===== src/rtl/i2s_tdm_rx.sv =====
// Parametrised I2S / TDM serial audio receiver.
// Deserialises a full frame and publishes all channels with one valid strobe.
module i2s_tdm_rx #(
    parameter int DATA_WIDTH = 16,
    parameter int SLOT_WIDTH = 16,
    parameter int NUM_CH     = 2,
    parameter int MODE       = 0,
    parameter int WS_EDGE    = 0
) (
    input  logic                         sclk_i,
    input  logic                         rst_i,
    input  logic                         ws_i,
    input  logic                         sdata_i,
    input  logic                         clrErr_i,
    output logic [NUM_CH*DATA_WIDTH-1:0] chData_o,
    output logic                         frameValid_o,
    output logic                         frameErr_o,
    output logic                         errSticky_o,
    output logic                         locked_o
);

    localparam int FRAME_LEN = NUM_CH * SLOT_WIDTH;
    localparam int PW        = $clog2(FRAME_LEN + 2);
    localparam int CW        = NUM_CH * DATA_WIDTH;

    localparam logic [PW-1:0] LEN_P = PW'(FRAME_LEN);
    localparam logic [PW-1:0] SAT_P = PW'(FRAME_LEN + 1);

    typedef enum logic {
        SYNC,
        RUN
    } state_t;

    state_t          state;
    logic            ws_q;
    logic [PW-1:0]   period;
    logic [CW-1:0]   shreg;
    logic [CW-1:0]   shreg_nxt;
    logic [CW-1:0]   publish;
    logic            fe;
    logic            cap_en;
    int              pos;

    always_comb begin
        if (WS_EDGE != 0) begin
            fe = !ws_q && ws_i;
        end else begin
            fe = ws_q && !ws_i;
        end
    end

    // Bit position within the frame; left-justified starts on the edge itself
    always_comb begin
        if (MODE == 0) begin
            pos    = int'(period) - 1;
            cap_en = (state == RUN);
        end else begin
            pos    = fe ? 0 : int'(period);
            cap_en = (state == RUN) || fe;
        end
    end

    always_comb begin
        shreg_nxt = shreg;
        if (cap_en && pos >= 0 && pos < FRAME_LEN) begin
            for (int k = 0; k < NUM_CH; k++) begin
                if (pos >= k * SLOT_WIDTH &&
                    pos < k * SLOT_WIDTH + DATA_WIDTH) begin
                    shreg_nxt[k*DATA_WIDTH +: DATA_WIDTH] =
                        {shreg[k*DATA_WIDTH +: DATA_WIDTH-1], sdata_i};
                end
            end
        end
    end

    // In I2S mode the edge cycle still carries the previous frame's last bit
    always_comb begin
        if (MODE == 0) begin
            publish = shreg_nxt;
        end else begin
            publish = shreg;
        end
    end

    always_ff @(posedge sclk_i) begin
        if (rst_i) begin
            state        <= SYNC;
            ws_q         <= 1'b0;
            period       <= '0;
            shreg        <= '0;
            chData_o     <= '0;
            frameValid_o <= 1'b0;
            frameErr_o   <= 1'b0;
            errSticky_o  <= 1'b0;
            locked_o     <= 1'b0;
        end else begin
            ws_q         <= ws_i;
            shreg        <= shreg_nxt;
            frameValid_o <= 1'b0;
            frameErr_o   <= 1'b0;

            if (clrErr_i) begin
                errSticky_o <= 1'b0;
            end

            if (fe) begin
                period <= PW'(1);
            end else if (period != SAT_P) begin
                period <= period + 1'b1;
            end

            unique case (state)
                SYNC: begin
                    if (fe) begin
                        state <= RUN;
                    end
                end
                RUN: begin
                    if (fe) begin
                        if (period == LEN_P) begin
                            chData_o     <= publish;
                            frameValid_o <= 1'b1;
                            locked_o     <= 1'b1;
                        end else begin
                            frameErr_o  <= 1'b1;
                            errSticky_o <= 1'b1;
                            locked_o    <= 1'b0;
                        end
                    end else if (period == LEN_P) begin
                        // Next cycle would exceed the frame: ws has stalled
                        frameErr_o  <= 1'b1;
                        errSticky_o <= 1'b1;
                        locked_o    <= 1'b0;
                        state       <= SYNC;
                    end
                end
                default: state <= SYNC;
            endcase
        end
    end

endmodule


===== config.mk =====
export PLATFORM = sky130hd
export DESIGN_NAME = i2s_tdm_rx
export DESIGN_NICKNAME = d
export VERILOG_FILES = /design/src/rtl/i2s_tdm_rx.sv
export SDC_FILE = /design/constraint.sdc
export NUM_CORES = 1
export LEC_CHECK = 0
export BUFFER_PORTS_ARGS = -buffer_cell sky130_fd_sc_hd__buf_2
export CAP_MARGIN = 20
export CORE_MARGIN = 2
export CORE_UTILIZATION = 50
export DETAILED_ROUTE_END_ITERATION = 8
export PLACE_DENSITY = 0.82
export SETUP_SLACK_MARGIN = 0.15
export SLEW_MARGIN = 10
export SYNTH_ARGS = -nofsm -noshare
export SYNTH_HDL_FRONTEND = slang
export SYNTH_SLANG_ARGS = --single-unit

===== constraint.sdc =====
create_clock -name sclk_i -period 4 [get_ports sclk_i]
set_clock_uncertainty 0.15 [all_clocks]
set_input_delay 0.8 -clock sclk_i [delete_from_list [all_inputs] [get_ports sclk_i]]
set_output_delay 0.8 -clock sclk_i [all_outputs]
set_load 0.05 [all_outputs]

==> reports/results.tsv, run 1 <==
metric	value	unit
Switch Pwr	321	µW
PD cells	435	nW/µm²
antenna violations before repair	0	
Synth-to-Final Area Change	13.2	%
TritonCTS clock tree	yes	
clk root buf	clkbuf_8	
residual DRC count	0	
clock sink total	76	
R2R depth	9	
Seq/Total Area, Yosys	51.6	%
commonest non-fill, non-tap cell in the layout	dfxtp_1	
CP startpoint	period[0]	
Sw Share	22.2	%
syn_area_per_cell	10.1	µm²
CTS resizes	0	
Place WS	859	ps
Area contributors post-synth	dfxtp_1 52%, mux2i_1 11%, nor2_1 9.6%	
drt pass-1 iters	4	
I/O Pins	41	
Tightest Hold Check Type	flip-flop to flip-flop	
Syn Nets	305	
CTS buffer count	9	
initial core utilization	52.6	%
die span in y	80.8	µm
placed cell area	3120	µm²
Via Count	2079	
Cell Count, Final, Fillers Out	403	
Gate Count Post-Synth	293	
area share of the largest cell type after synthesis	51.6	%
later-pin clock latency in the skew report	340	ps
Max-Cap Viols	0	
r2r startpoint	period[0]	
count of input and output buffers	40	
Slew @ Worst Pin	1010	ps
Worst IR Drop VDD	0.000300	V
final total power	1450	µW
final setup fails	0	
maximum number of pins on one net before global-route repair	47	
mapped cell area	2950	µm²
final critical-path share of the clock period	79.3	%
# Post-CTS Setup Buffers	0	
Netlist cell types	34	
H-Tree Depth	3	
Die Width	80.8	µm
ratio of cells with drive above 1 in the final layout	20.2	%
vias in the first global route	1998	
WL/cell	13.4	µm
Crit Path Category	flip-flop to flip-flop	
final hold violation count	0	
Inserted Diodes	0	
Internal	1130	µW
CORE AREA	5610	µm²
CP Data Arrival Time	3270	ps
Max Freq	315	MHz
placed cells	387	
Crit Reg-Reg Endpoint	chData_o[25]	
Max FO, Critical Path	16	
P_leak	0.00141	µW
status	finished clean	
kind of end point of the critical path	flip-flop	
First DRT Iteration DRCs	134	
global placement routability congestion	0.788	
hold path cells	2	
max-slew violation count	0	
register bit total from synthesis	76	
CP required	4100	ps
# rows	27	
Combinational Power Share	3.6	%
Rel. slew slack	32.5	%
Clk pin slew, worst setup/hold paths	80	ps
GRT overflow	0	
highest-count cells in the layout ignoring fill and taps	76 x dfxtp_1, 75 x nor2_1, 40 x buf_2	
RSZ-0062 raised after global routing	no	
GRT Overall Usage	18.8	%
global-route wire length before repair	9.30	mm
Reg power frac	52.8	%
worst setup path end	chData_o[25]	
worst setup margin	829	ps
Die ar.	6530	µm²
post-route ant nets	0	
hold bufs inserted after CTS	0	
FILL cells	504	
crit start category	flip-flop	
setup TNS	0	ps
post-route minimum period	3170	ps
post-layout instance area	3340	µm²
FF-to-FF setup slack	830	ps
Vias/cell	5.16	
yosys warns	0	
Post-Route WL	5.42	mm
clock share of power	43.5	%
cell taking the most area after synthesis	dfxtp_1	
buffer depth of the longest clock path	2	
DP Wirelength	3.64	mm
Nets	338	
-- worst min path at each step --
stage | end | slack [ps] | startpoint
2_1_floorplan | shreg[31] | 310 | shreg[31]
3_3_place_gp | shreg[31] | 320 | shreg[31]
3_5_place_dp | locked_o | 340 | locked_o
4_1_cts | chData_o[3] | 350 | chData_o[3]
5_1_grt | chData_o[16] | 380 | chData_o[16]
6_report | chData_o[3] | 350 | chData_o[3]
-- cells by family (layout without fill, tap and decap cells) --
group,count (synthesis),in the layout,synth area share (%)
buffers and inverters,25,63,5.26
DFF,76,76,51.6
adders and majority gates,7,7,2.97
muxes,34,34,11.6
xor gates and xnor gates,6,6,1.78
and+or+nand+nor,103,103,15.5
AOI/OAI and AO/OA,42,42,11.2
-- cell usage after synthesis --
library cell,instances
mux2_2,1
o32a_1,1
buf_12,1
a221oi_4,1
buf_6,4
nor2_2,1
dfxtp_1,76
nor4bb_1,1
clkbuf_1,8
and3b_1,1
buf_4,2
ha_1,7
or2b_1,1
a21oi_1,3
and3_1,2
o21ai_4,1
nor3_1,3
nand2_1,4
nor3_2,2
buf_2,6
a22o_1,1
xnor2_1,4
xor2_1,2
inv_1,4
nand2b_1,1
nor2b_1,4
a211oi_1,32
nand3b_1,1
and4_4,1
o21ai_0,3
nor2_1,75
or3_1,1
mux2i_1,33
nand3_1,5
-- power by group through the flow --
stage | logic (µW) | clock network [µW] | registers [µW]
after CTS | 53.1 | 645 | 766
after floorplan | 45.8 | 0 | 782
after detailed placement | 53.0 | 0 | 784
after global routing | 59.1 | 687 | 767
final | 52.9 | 631 | 766
after global placement | 51.4 | 0 | 784
-- metrics by stage --
stage | hold WS, ps | util (%)
3_5_place_dp | 337 | 55.7
4_1_cts | 351 | 59.5
6_report | 347 | 59.5
3_3_place_gp | 322 | 55.7
2_1_floorplan | 306 | -
5_1_grt | 383 | 59.5
-- cell type report --
cell class	instances	area, µm²	area share (%)
Clock inverter	7	91.3	2.74
Sequential cell	76	1520	45.6
Timing Repair Buffer	43	223	6.67
Multi-Input combinational cell	192	1270	38.1
Tap cell	72	90.1	2.70
Clock buffer	9	124	3.71
Inverter	4	15.0	0.450
-- registers in the layout (all words and copies together), names as in the netlist --
register,flops
chData_o,32
shreg,32
period,6
cap_en,1
errSticky_o,1
frameErr_o,1
frameValid_o,1
locked_o,1
ws_q,1
-- per-layer routing --
| layer | GRT usage [%] | vias up | wire [µm] |
|---|---|---|---|
| met4 | 7.12 | 0 | 72 |
| li1 | - | 1077 | - |
| met2 | 28.8 | 45 | 2520 |
| met3 | 7.67 | 6 | 275 |
| met1 | 23.9 | 951 | 2550 |
| met5 | 0 | - | 0 |
-- worst max-delay path: stages, from the launching register on --
cell	delay (ps)
dfxtp_1	500
inv_1	80
ha_1	300
nand2_1	120
o21ai_0	80
a22o_1	250
ha_1	270
o32a_1	820
mux2i_1	220
a211oi_1	270
(Power assumes the default switching activity.)
==> run 2: changes to the inputs <==
ABC_AREA = 1   (was not set)
PLACE_DENSITY = 0.81   (was 0.82)
clock period = 3.1 ns   (was 4 ns; I/O delays follow)
==> run 2 against run 1 <==
  * Flip-flop and latch count unchanged
  * Maximum frequency rose by 32%
  * Sequential share of layout area decreased by 6.5 points
  * Critical path depth is 5 higher
  * Worst setup slack worse by 140 ps
  * Routed wire length up 26%
  * Clock power grew 20%
  * Global-route usage increased by 0.63 points
  * Critical path type unchanged
  * Critical endpoint is now chData_o[31]
  * Highest routed layer unchanged
==> reports/results.tsv, run 2 <==
metric	value	unit	change
status	finished clean		unchanged
Switch Pwr	492	µW	was 321 µW
post-synthesis mux area share	0	%	was 11.6%
FILL cells	654		was 504
cell taking the most area after synthesis	dfxtp_1		unchanged
antenna violations before repair	0		unchanged
final setup fails	0		unchanged
GRT overflow	0		unchanged
# Post-CTS Setup Buffers	0		unchanged
slowest stage delay, CP	410	ps	was 820 ps
Die ar.	7660	µm²	was 6530 µm²
RSZ-0062 raised after global routing	no		unchanged
Gate Count Post-Synth	492		was 293
Simple-Gate Fraction of Synth Area	31.0	%	was 15.5%
drt pass-1 iters	4		unchanged
Via Count	3075		was 2079
buffer depth of the longest clock path	2		unchanged
area of the multi-input gates	1570	µm²	was 1270 µm²
Synth async-reset ratio	0	%	unchanged
Rel. slew slack	68.0	%	was 32.5%
max-slew violation count	0		unchanged
clock share of power	40.2	%	was 43.5%
CTS buffer count	9		unchanged
vias in the first global route	2791		was 1998
register bit total from synthesis	76		unchanged
WL/cell	11.2	µm	was 13.4 µm
global-route wire length before repair	11.9	mm	was 9.30 mm
GRT Overall Usage	19.4	%	was 18.8%
PD cells	484	nW/µm²	was 435 nW/µm²
CP Data Arrival Time	2510	ps	was 3270 ps
Clk pin slew, worst setup/hold paths	80	ps	about the same
Post-synth EDFFs	0		unchanged
xor and xnor area share after synthesis	0.754	%	was 1.78%
First DRT Iteration DRCs	189		was 134
Max Freq	415	MHz	was 315 MHz
Post-synth top flop	dfxtp_1		unchanged
clock sink total	76		unchanged
Reg area	1520	µm²	unchanged
DP Wirelength	4.51	mm	was 3.64 mm
P_leak	0.00177	µW	was 0.00141 µW
global placement routability congestion	0.851		was 0.788
Nets	535		was 338
crit path buf inv count	3		was 1
I/O Pins	41		unchanged
Syn Nets	504		was 305
Crit Path Category	flip-flop to flip-flop		unchanged
CTS resizes	0		unchanged
hold bufs inserted after CTS	0		unchanged
Sw Share	26.1	%	was 22.2%
Max-Cap Viols	0		unchanged
Seq/Total Area, Yosys	43.6	%	was 51.6%
Vias/cell	5.06		was 5.16
count leader, synth	nand2_1		was dfxtp_1
CP Cell Sequence	inv_1, ha_1, nand2_2, nand2_1, nand2_1, nor2_1, ha_1, inv_1, nand2_4, nand2_4, nand2_1, nand3_1, nand2_1, inv_1		was inv_1, ha_1, nand2_1, o21ai_0, a22o_1, ha_1, o32a_1, mux2i_1, a211oi_1
commonest non-fill, non-tap cell in the layout	nand2_1		was dfxtp_1
area share of the largest cell type after synthesis	43.6	%	was 51.6%
residual DRC count	0		unchanged
most repeated library cell on the critical path	nand2_1		was ha_1
Compound-Gate Fraction of Synth Area	10.7	%	was 11.2%
crit start category	flip-flop		unchanged
Reg power frac	52.4	%	was 52.8%
ratio of cells with drive above 1 in the final layout	15.7	%	was 20.2%
Die Width	87.5	µm	was 80.8 µm
post-route minimum period	2410	ps	was 3170 ps
die span in y	87.5	µm	was 80.8 µm
initial core utilization	51.6	%	was 52.6%
CP required	3200	ps	was 4100 ps
CORE AREA	6760	µm²	was 5610 µm²
CP max-delay cell	dfxtp_1		was o32a_1
Min Hold Slack	338	ps	was 347 ps
Combinational Power Share	7.4	%	was 3.6%
maximum number of pins on one net before global-route repair	48		was 47
biggest regs	chData_o: 32 flops, shreg: 32 flops, period: 6 flops		unchanged
final hold violation count	0		unchanged
count of input and output buffers	40		unchanged
yosys warns	0		unchanged
Synth Area in Adders	2.51	%	was 2.97%
syn_area_per_cell	7.09	µm²	was 10.1 µm²
Synth top cells by count	83 x nand2_1, 79 x nor2_1, 76 x dfxtp_1		was 76 x dfxtp_1, 75 x nor2_1, 33 x mux2i_1
mapped cell area	3490	µm²	was 2950 µm²
TritonCTS clock tree	yes		unchanged
highest-count cells in the layout ignoring fill and taps	83 x nand2_1, 79 x nor2_1, 76 x dfxtp_1		was 76 x dfxtp_1, 75 x nor2_1, 40 x buf_2
Slew @ Worst Pin	480	ps	was 1010 ps
final total power	1880	µW	was 1450 µW
Netlist cell types	25		was 34
Tightest Hold Check Type	flip-flop to flip-flop		unchanged
Inserted Diodes	0		unchanged
Synth-to-Final Area Change	11.6	%	was 13.2%
Worst IR Drop VDD	0.000238	V	was 0.000300 V
H-Tree Depth	3		unchanged
setup TNS	0	ps	unchanged
largest family of logic cells by synthesized area	simple AND/OR/NAND/NOR gates		unchanged
kind of end point of the critical path	flip-flop		unchanged
# rows	30		was 27
post-route ant nets	0		unchanged
later-pin clock latency in the skew report	350	ps	was 340 ps
final critical-path share of the clock period	77.7	%	was 79.3%
Internal	1390	µW	was 1130 µW
Area contributors post-synth	dfxtp_1 44%, nand2_1 8.9%, nor2_1 8.5%		was dfxtp_1 52%, mux2i_1 11%, nor2_1 9.6%
Top Family by Delay on Critical Path	simple AND/OR/NAND/NOR gates		was compound AO/OA/AOI/OAI gates
clk root buf	clkbuf_8		unchanged
Max FO, Critical Path	17		was 16
Post-Route WL	6.82	mm	was 5.42 mm
## run 2: changes by cell type after synthesis, moves of 5 or more
| cell | delta |
|---|---|
| mux2i_1 | -33 |
| nand2_2 | +11 |
| nand2_1 | +79 |
| a211oi_1 | -31 |
| o21ai_0 | +36 |
| a21oi_1 | +31 |
| nand3_1 | +48 |
| inv_1 | +60 |
| buf_4 | +5 |
| buf_2 | -6 |
## run 2: cell type report
class | count | share of cell area [%]
Timing Repair Buffer | 44 | 6.56
Clock inverter | 7 | 1.93
Tap cell | 80 | 2.57
Clock buffer | 9 | 3.18
Sequential cell | 76 | 39.1
Multi-Input combinational cell | 326 | 40.3
Inverter | 66 | 6.37
## run 2: layer usage
layer,routed length [µm],global-route usage (%),vias to the layer above
met5,0,0,-
met4,83,6.15,0
met3,311,5.12,7
met2,3240,32.9,60
met1,3190,24.1,1403
li1,-,-,1605
## run 2: power by group through the flow
| stage | logic, µW | registers (µW) | clock network [µW] |
|---|---|---|---|
| after floorplan | 116 | 1010 | 0 |
| after global placement | 136 | 1010 | 0 |
| after detailed placement | 139 | 1010 | 0 |
| after CTS | 140 | 987 | 774 |
| after global routing | 156 | 988 | 820 |
| final | 140 | 987 | 757 |
## run 2: cell families after synthesis
group / after synthesis
compound gates: 74
xor+xnor: 3
fa+ha+maj: 7
buf+inv: 90
flops: 76
simple gates: 242
## run 2: path summary, 6_finish.rpt
check	startpoint	depth (start not counted)	endpoint	slack [ps]
setup / recovery	period[0]	14	chData_o[31]	690
hold / removal	shreg[26]	2	shreg[26]	340
setup reg to reg	period[0]	14	chData_o[31]	690
hold reg to reg	shreg[26]	2	shreg[26]	340
## run 2: worst reg2reg max path: stages (launching register included)
cell	delay, ps
dfxtp_1	410
inv_1	130
ha_1	290
nand2_2	110
nand2_1	50
nand2_1	90
nor2_1	60
ha_1	270
inv_1	60
nand2_4	180
nand2_4	190
nand2_1	140
nand3_1	90
nand2_1	70
inv_1	30
## run 2: through the flow
step	util [%]	area, µm²	setup WS (ps)	std cells
6_report	57.6	3890	691	608
3_5_place_dp	54.6	3690	708	592
3_3_place_gp	54.6	3690	835	592
5_1_grt	57.6	3890	442	608
2_1_floorplan	-	3490	989	492
4_1_cts	57.6	3890	686	608
==> run 3: changes to the inputs <==
clock period = 2.5 ns   (was 3.1 ns; I/O delays follow)
==> run 3 against run 2 <==
  * Clock power is 17% higher
  * Total power increased by 22%
  * Die area is the same
  * Critical path type unchanged
  * Flip-flop and latch count stayed put
==> reports/results.tsv, run 3 (same netlist as run 2, synthesis figures left out) <==
metric	value	unit	change
post-route ant nets	0		unchanged
biggest regs	chData_o: 32 flops, shreg: 32 flops, period: 6 flops		unchanged
Sw Share	25.1	%	was 26.1%
Combinational Power Share	8.4	%	was 7.4%
PD cells	583	nW/µm²	was 484 nW/µm²
CP startpoint	period[1]		was period[0]
Inserted Diodes	0		unchanged
CTS buffer count	9		unchanged
highest-count cells in the layout ignoring fill and taps	83 x nand2_1, 79 x nor2_1, 75 x dfxtp_1		was 83 x nand2_1, 79 x nor2_1, 76 x dfxtp_1
global-route wire length before repair	11.7	mm	was 11.9 mm
Worst IR Drop VDD	0.000328	V	was 0.000238 V
CP required	2600	ps	was 3200 ps
CP Cell Sequence	inv_1, ha_4, nand2_2, nand2_1, nand2_1, nor2_1, ha_1, inv_1, nand2_4, nand2_8, nand2_1, nand3_1, nand2_1, inv_1		was inv_1, ha_1, nand2_2, nand2_1, nand2_1, nor2_1, ha_1, inv_1, nand2_4, nand2_4, nand2_1, nand3_1, nand2_1, inv_1
crit path buf inv count	3		unchanged
residual DRC count	0		unchanged
DP Wirelength	4.65	mm	was 4.51 mm
Die ar.	7660	µm²	unchanged
P_leak	0.00180	µW	was 0.00177 µW
RSZ-0062 raised after global routing	no		unchanged
count of input and output buffers	40		unchanged
# rows	30		unchanged
Die Width	87.5	µm	unchanged
Max-Cap Viols	0		unchanged
Post-Route WL	6.89	mm	was 6.82 mm
most repeated library cell on the critical path	nand2_1		unchanged
I/O Pins	41		unchanged
H-Tree Depth	3		unchanged
Crit Path Category	flip-flop to flip-flop		unchanged
final critical-path share of the clock period	86.8	%	was 77.7%
clk root buf	clkbuf_8		unchanged
status	finished clean		unchanged
Place WS	121	ps	was 708 ps
initial core utilization	51.6	%	unchanged
First DRT Iteration DRCs	184		was 189
Top Family by Delay on Critical Path	simple AND/OR/NAND/NOR gates		unchanged
Switch Pwr	579	µW	was 492 µW
setup TNS	0	ps	unchanged
Tightest Hold Check Type	input pin to flip-flop		was flip-flop to flip-flop
max-slew violation count	0		unchanged
later-pin clock latency in the skew report	350	ps	about the same
CP Data Arrival Time	2280	ps	was 2510 ps
crit start category	flip-flop		unchanged
post-route minimum period	2170	ps	was 2410 ps
global placement routability congestion	0.854		was 0.851
clock share of power	38.4	%	was 40.2%
die span in y	87.5	µm	unchanged
Nets	540		was 535
CORE AREA	6760	µm²	unchanged
slowest stage delay, CP	380	ps	was 410 ps
Vias/cell	4.99		was 5.06
maximum number of pins on one net before global-route repair	38		was 48
Rel. slew slack	56.4	%	was 68.0%
ratio of cells with drive above 1 in the final layout	16.7	%	was 15.7%
CP max-delay cell	dfxtp_1		unchanged
worst setup margin	329	ps	was 691 ps
r2r startpoint	period[1]		was period[0]
WL/cell	11.3	µm	was 11.2 µm
commonest non-fill, non-tap cell in the layout	nand2_1		unchanged
Internal	1720	µW	was 1390 µW
final setup fails	0		unchanged
buffer depth of the longest clock path	2		unchanged
Slew @ Worst Pin	654	ps	was 480 ps
Reg power frac	53.2	%	was 52.4%
clock sink total	76		unchanged
Max FO, Critical Path	16		was 17
GRT overflow	0		unchanged
final hold violation count	0		unchanged
GRT Overall Usage	19.1	%	was 19.4%
vias in the first global route	2840		was 2791
kind of end point of the critical path	flip-flop		unchanged
drt pass-1 iters	4		unchanged
Max Freq	461	MHz	was 415 MHz
min-delay src	ws_i		was shreg[26]
Via Count	3052		was 3075
Clk pin slew, worst setup/hold paths	80	ps	about the same
TritonCTS clock tree	yes		unchanged
Synth-to-Final Area Change	13.4	%	was 11.6%
antenna violations before repair	0		unchanged
run 3: worst reg2reg max path: stages (launching register included):
cell and delay (ps):
dfxtp_1 380, inv_1 110, ha_4 190, nand2_2 80, nand2_1 50, nand2_1 100
nor2_1 70, ha_1 260, inv_1 80, nand2_4 150, nand2_8 130, nand2_1 110
nand3_1 100, nand2_1 70, inv_1 40
run 3: per-layer routing:
layer,vias to the layer above,track usage (%),part of all wire [%]
met4,0,8.39,1.7
met5,-,0,0
li1,1618,-,-
met2,51,33.7,48
met3,12,3.79,4.2
met1,1371,22.3,46
run 3: final timing paths:
path	to	slack [ps]	cells past startpoint
max	chData_o[31]	330	14
min	ws_q	220	3
min reg2reg	shreg[31]	330	2
max reg2reg	chData_o[31]	330	14
run 3: final cells by class:
cell class	count	area, µm²
Sequential cell	76	1520
Multi-Input combinational cell	327	1600
Fill cell	622	2800
Clock inverter	5	53.8
Timing Repair Buffer	48	305
Tap cell	80	100
Inverter	66	248
Clock buffer	10	128
run 3: stage by stage:
step / util (%) / hold WS [ps] / cell area, µm² / total power [µW] / cells
2_1_floorplan: - / 296 / 3490 / 1400 / 492
3_3_place_gp: 55.3 / 309 / 3730 / 1430 / 596
3_5_place_dp: 55.3 / 314 / 3730 / 1430 / 596
4_1_cts: 58.1 / 211 / 3930 / 2320 / 611
5_1_grt: 58.5 / 241 / 3950 / 2400 / 612
6_report: 58.5 / 218 / 3950 / 2300 / 612
run 3: repair_timing:
action                                  CTS  global route
hold buffers                              0             0
cloned                                    0             1
endpoints found under the setup margin    5            63
buffers inserted                          0             0
gates resized for setup                   1             6
pin swaps                                 0             1
run 3: power by group through the flow:
stage	logic (µW)	registers, µW	clock network, µW
CTS	181	1220	912
floorplan	143	1250	0
global route	217	1230	958
global placement	173	1250	0
detailed placement	176	1250	0
finish	195	1220	884
